**config.mk**
```make
export PLATFORM = sky130hd
export DESIGN_NAME = digest_serializer
export DESIGN_NICKNAME = d
export VERILOG_FILES = /design/src/rtl/digest_serializer.sv
export SDC_FILE = /design/constraint.sdc
export NUM_CORES = 1
export LEC_CHECK = 0
export ABC_AREA = 0
export ABC_CLOCK_PERIOD_IN_PS = 4300
export CORE_ASPECT_RATIO = 0.6
export CORE_MARGIN = 3
export CORE_UTILIZATION = 45
export CTS_BUF_LIST = sky130_fd_sc_hd__clkbuf_8
export DETAILED_ROUTE_END_ITERATION = 16
export PLACE_DENSITY_LB_ADDON = 0.05
export SLEW_MARGIN = 10
export SYNTH_ARGS = -nofsm -noshare
export SYNTH_HDL_FRONTEND = slang
export SYNTH_SLANG_ARGS = --single-unit
```
**constraint.sdc**
```tcl
create_clock -name clk -period 4.3 [get_ports clk]
set_clock_uncertainty 0.2 [all_clocks]
set_input_delay 0.86 -clock clk [delete_from_list [all_inputs] [get_ports clk]]
set_output_delay 0.86 -clock clk [all_outputs]
set_load 0.01 [all_outputs]
```
**src/rtl/digest_serializer.sv**
```systemverilog
// digest_serializer: streams a captured SHA-256/512 final hash state as 64-bit AXI-Stream beats.
// Optional DIGEST_TRUNC_EN adds hash_trunc for SHA-224/SHA-384 truncated output.
module digest_serializer (
  input  logic         clk,
  input  logic         resetn,
  input  logic         hash_valid,
  output logic         hash_ready,
  input  logic         hash_mode,
  input  logic [511:0] hash_data,
`ifdef DIGEST_TRUNC_EN
  input  logic         hash_trunc,
`endif
  output logic [63:0]  out_tdata,
  output logic         out_tvalid,
  input  logic         out_tready,
  output logic         out_tlast,
  output logic [7:0]   out_tkeep,
  output logic         busy
);
  typedef enum logic {IDLE, SEND} state_t;
  state_t state, state_nx;
  logic [511:0] data_q;
  logic mode_q, trunc_q, trunc_in, cap, fire, pad;
  logic [2:0] cnt, last_idx;
  logic [63:0] h [8];
  logic [63:0] beat;
`ifdef DIGEST_TRUNC_EN
  assign trunc_in = hash_trunc;
`else
  assign trunc_in = 1'b0;
`endif
  always_comb for (int i = 0; i < 8; i++) h[i] = data_q[511-64*i -: 64];
  always_comb begin
    cap = hash_valid & hash_ready;
    out_tvalid = state == SEND;
    busy = state != IDLE;
    fire = out_tvalid & out_tready;
    last_idx = mode_q ? (trunc_q ? 3'd5 : 3'd7) : 3'd3;
    out_tlast = out_tvalid && cnt == last_idx;
    // SHA-224 last beat carries only H6; its low half is padding
    pad = trunc_q & ~mode_q & out_tlast;
    beat = mode_q ? h[cnt] : {h[{cnt[1:0], 1'b0}][31:0], pad ? 32'h0 : h[{cnt[1:0], 1'b1}][31:0]};
    out_tdata = out_tvalid ? beat : 64'h0;
    out_tkeep = out_tvalid ? (pad ? 8'hF0 : 8'hFF) : 8'h00;
    state_nx = (state == IDLE && cap) ? SEND : (fire && out_tlast) ? IDLE : state;
  end
  always_ff @(posedge clk or negedge resetn) begin
    if (!resetn) begin
      state <= IDLE;
      hash_ready <= 1'b0;
      data_q <= '0;
      mode_q <= 1'b0;
      trunc_q <= 1'b0;
      cnt <= 3'd0;
    end else begin
      state <= state_nx;
      hash_ready <= state_nx == IDLE;
      if (cap) begin
        data_q <= hash_data;
        mode_q <= hash_mode;
        trunc_q <= trunc_in;
        cnt <= 3'd0;
      end else if (fire && !out_tlast) begin
        cnt <= cnt + 3'd1;
      end
    end
  end
endmodule
```
==> Implementation_results.wiki, run 1 <==
{| class="wikitable"
! Metric !! Value
|-
| Fin util || 0.615
|-
| Clock net sink count || 518
|-
| Number of hold violations in the final report || 0
|-
| Setup Crit Path Kind || reg -> out
|-
| Number of buffers created by CTS || 81
|-
| Antenna violations before repair || 17
|-
| Largest fanout of any net on the critical path || 15
|-
| Area of the placeable core || 55000 um2
|-
| Highest Clock Rate || 0.236 GHz
|-
| Buffer cell driving the clock tree root || clkbuf_8
|-
| Cell Pwr Density || 768 nW/um2
|-
| Arrival time of the worst setup path || 3.18 ns
|-
| Number of flops mapped to enable cells by yosys || 0
|-
| Ports placed on the boundary || 593
|-
| Nature of the critical path startpoint || register
|-
| Mean area per synthesized cell || 15.1 um2
|-
| Maximum clock insertion buffer count || 3
|-
| Overflow left after global routing || 0
|-
| Status || finished clean
|-
| Via count || 17565
|-
| Final net count || 2798
|-
| Net count of the mapped netlist || 2204
|-
| Via-per-instance ratio || 5.67
|-
| Share of cells above drive strength 1 || 0.376
|-
| Worst hold slack after final layout || 0.302 ns
|-
| DRT antenna net count || 0
|-
| Level count of the clock H-tree || 3
|-
| Global-route usage over all layers || 0.274
|-
| Count of input and output buffers || 592
|-
| Detailed-router iteration count before antenna repair || 5
|-
| Most common cell in the netlist || mux2_2
|-
| Chip width || 313 um
|-
| Netlist Area Pre-Place || 25400 um2
|-
| Setup violations, final || 0
|-
| # DRC || 0
|-
| Warnings, synthesis || 0
|-
| Post-detailed-routing wire length || 82800 um
|-
| Number of maximum-capacitance constraint violations || 0
|-
| Number of global-route vias before repair || 18440
|-
| Area of the die || 59500 um2
|-
| Reg clk slew, reported paths || 0.07 ns
|-
| Primary flip-flop cell chosen by synthesis mapping || dfrtp_1
|-
| Worst slew pin tran || 1.03 ns
|-
| Post-synthesis sequential area ratio || 0.510
|-
| Power consumption || 26000 uW
|-
| Normalized max-slew margin || 0.313
|-
| Maximum vdd ir drop || 344 uV
|-
| Count of state elements after synthesis || 518
|-
| Synth top area share || 0.510
|-
| Category of the worst setup path capture point || output port
|-
| Final period util || 0.987
|-
| Synth area leaders || dfrtp_1, mux2_2, mux4_2
|-
| Cell variety after synth || 33
|-
| Leak || 0.0135 uW
|-
| Clk_lat worst skew || 0.66 ns
|-
| Routability cong. || 0.877
|-
| Minimum period implied by the final worst setup slack || 4.24 ns
|-
| Die Ht || 190 um
|-
| Unrepaired setup endpoints after global routing || true
|-
| Worst endpoint required time || 3.24 ns
|-
| Number of DRC markers in iteration 0 || 1259
|-
| Share of flip-flops with an asynchronous set or reset after synthesis || 1.00
|-
| HP Class || reg -> reg
|-
| Area leader, netlist || dfrtp_1
|-
| Initial cell density of the core || 0.462
|-
| Final Max Tran Viols || 0
|-
| Detailed-placement wirelength estimate || 61200 um
|-
| Global-route wire length before repair || 121000 um
|-
| Number of instances in the synthesized netlist || 1686
|-
| TritonCTS clock tree || yes
|-
| Largest net degree at the start of global routing || 116
|-
| Cell row count || 66
|-
| Most used standard cells in the synthesized netlist || mux2_2, dfrtp_1, mux4_2
|-
| P&R area growth vs syn || 33.0%
|-
| Routed wire length per instance || 26.7 um
|}
-- worst paths after layout --
check                                              from                       to  slack (ns)  cells after the start
max in group asynchronous                        resetn  data_q[303]$_DFFE_PN0P_        2.22                      3
worst max-delay path                 cnt[0]$_DFFE_PN0P_            out_tdata[55]        0.06                      6
min in group asynchronous                        resetn    data_q[5]$_DFFE_PN0P_        0.61                      2
worst max register to register     hash_ready$_DFF_PN0_       mode_q$_DFFE_PN0P_        2.04                      4
worst min-delay path            data_q[383]$_DFFE_PN0P_  data_q[383]$_DFFE_PN0P_        0.30                      1
worst min register to register  data_q[383]$_DFFE_PN0P_  data_q[383]$_DFFE_PN0P_        0.30                      1
-- stage by stage --
step,setup slack (ns),setup TNS (ns),area (um2),cells
floorplan,1.71,0,25400,1686
global placement,0.603,0,32100,2938
detailed placement,0.631,0,32100,2938
CTS,0.0471,0,33800,3086
global route,-0.0453,-0.134,33800,3097
finish,0.0577,0,33800,3097
-- report_power, final --
part | internal (uW) | switching, uW | leakage (uW)
clock network | 2180 | 2050 | 0.000917
registers | 7390 | 1640 | 0.00613
logic | 7110 | 5600 | 0.00648
total | 16700 | 9280 | 0.0135
-- metal layers --
metal	wire length [um]	track usage	up-vias
li1	-	-	7593
met1	36000	0.383	9212
met2	39400	0.431	616
met3	5520	0.0666	130
met4	1750	0.0743	14
met5	94	0	-
-- cells by family (layout without fill, tap and decap cells) --
| kind of cell | Yosys count | count (layout) | share of synthesized area |
|---|---|---|---|
| multiplexers | 767 | 767 | 0.401 |
| flip-flops | 518 | 518 | 0.510 |
| AO/OA/AOI/OAI | 168 | 168 | 0.0382 |
| buffers and inverters | 148 | 801 | 0.0354 |
| AND/OR/NAND/NOR | 81 | 81 | 0.0144 |
| XOR/XNOR | 3 | 3 | 0.00103 |
| adder cells (fa/ha/maj) | 1 | 1 | 0.000492 |
| other | 0 | 10 | 0 |
-- what timing repair did --
action	CTS	global route
gates cloned	0	1
endpoints found under the setup margin	37	13
hold endpoints to repair	6	0
pin swaps	0	0
hold buffers	1	0
buffers inserted	5	0
gates resized for setup	4	4
-- registers in the layout, summed over array words and instances (netlist names) --
name / cells
mode_q: 1
hash_ready: 1
cnt: 3
busy: 1
data_q: 512
-- critical path, cell delays in order, from the launching register on --
cell and delay (ns):
dfrtp_4 0.61, nor2_2 0.61, buf_4 0.35, a21oi_1 0.18, o221ai_1 0.15, nand2_1 0.09, clkdlybuf4s50_1 0.51
-- cells in the final DEF, fill, tap and decap left out, types with 10 or more instances in the layout --
cell and n:
nor2_1 21, inv_1 25, buf_4 40, mux2_2 538, buf_12 16, clkbuf_8 101, dfrtp_1 513, mux4_2 147
clkinv_2 11, mux2i_1 82, nand2_1 35, diode_2 10, a21oi_1 62, o21ai_0 46, clkdlybuf4s50_1 591, o221ai_1 10
o22ai_1 26
-- area by class of cell --
| type | count | area, um2 |
|---|---|---|
| Clock buffer | 101 | 1390 |
| Antenna cell | 10 | 25.0 |
| Timing Repair Buffer | 656 | 6670 |
| Sequential cell | 518 | 13000 |
| Clock inverter | 41 | 221 |
| Multi-Input combinational cell | 1020 | 11600 |
| Inverter | 3 | 16.3 |
| Tap cell | 748 | 936 |
| Fill cell | 4323 | 21200 |
Power figures use the tool's default switching activity.
==> run 2, diff against run 1 <==
--- a/config.mk
+++ b/config.mk
@@ -7,12 +7,14 @@
 export LEC_CHECK = 0
 export ABC_AREA = 0
 export ABC_CLOCK_PERIOD_IN_PS = 4300
+export CAP_MARGIN = 20
 export CORE_ASPECT_RATIO = 0.6
 export CORE_MARGIN = 3
 export CORE_UTILIZATION = 45
 export CTS_BUF_LIST = sky130_fd_sc_hd__clkbuf_8
 export DETAILED_ROUTE_END_ITERATION = 16
 export PLACE_DENSITY_LB_ADDON = 0.05
+export SKIP_LAST_GASP = 1
 export SLEW_MARGIN = 10
 export SYNTH_ARGS = -nofsm -noshare
 export SYNTH_HDL_FRONTEND = slang
==> results of run 2 <==
The final DEF is identical to that of run 1; final timing and power are the same.
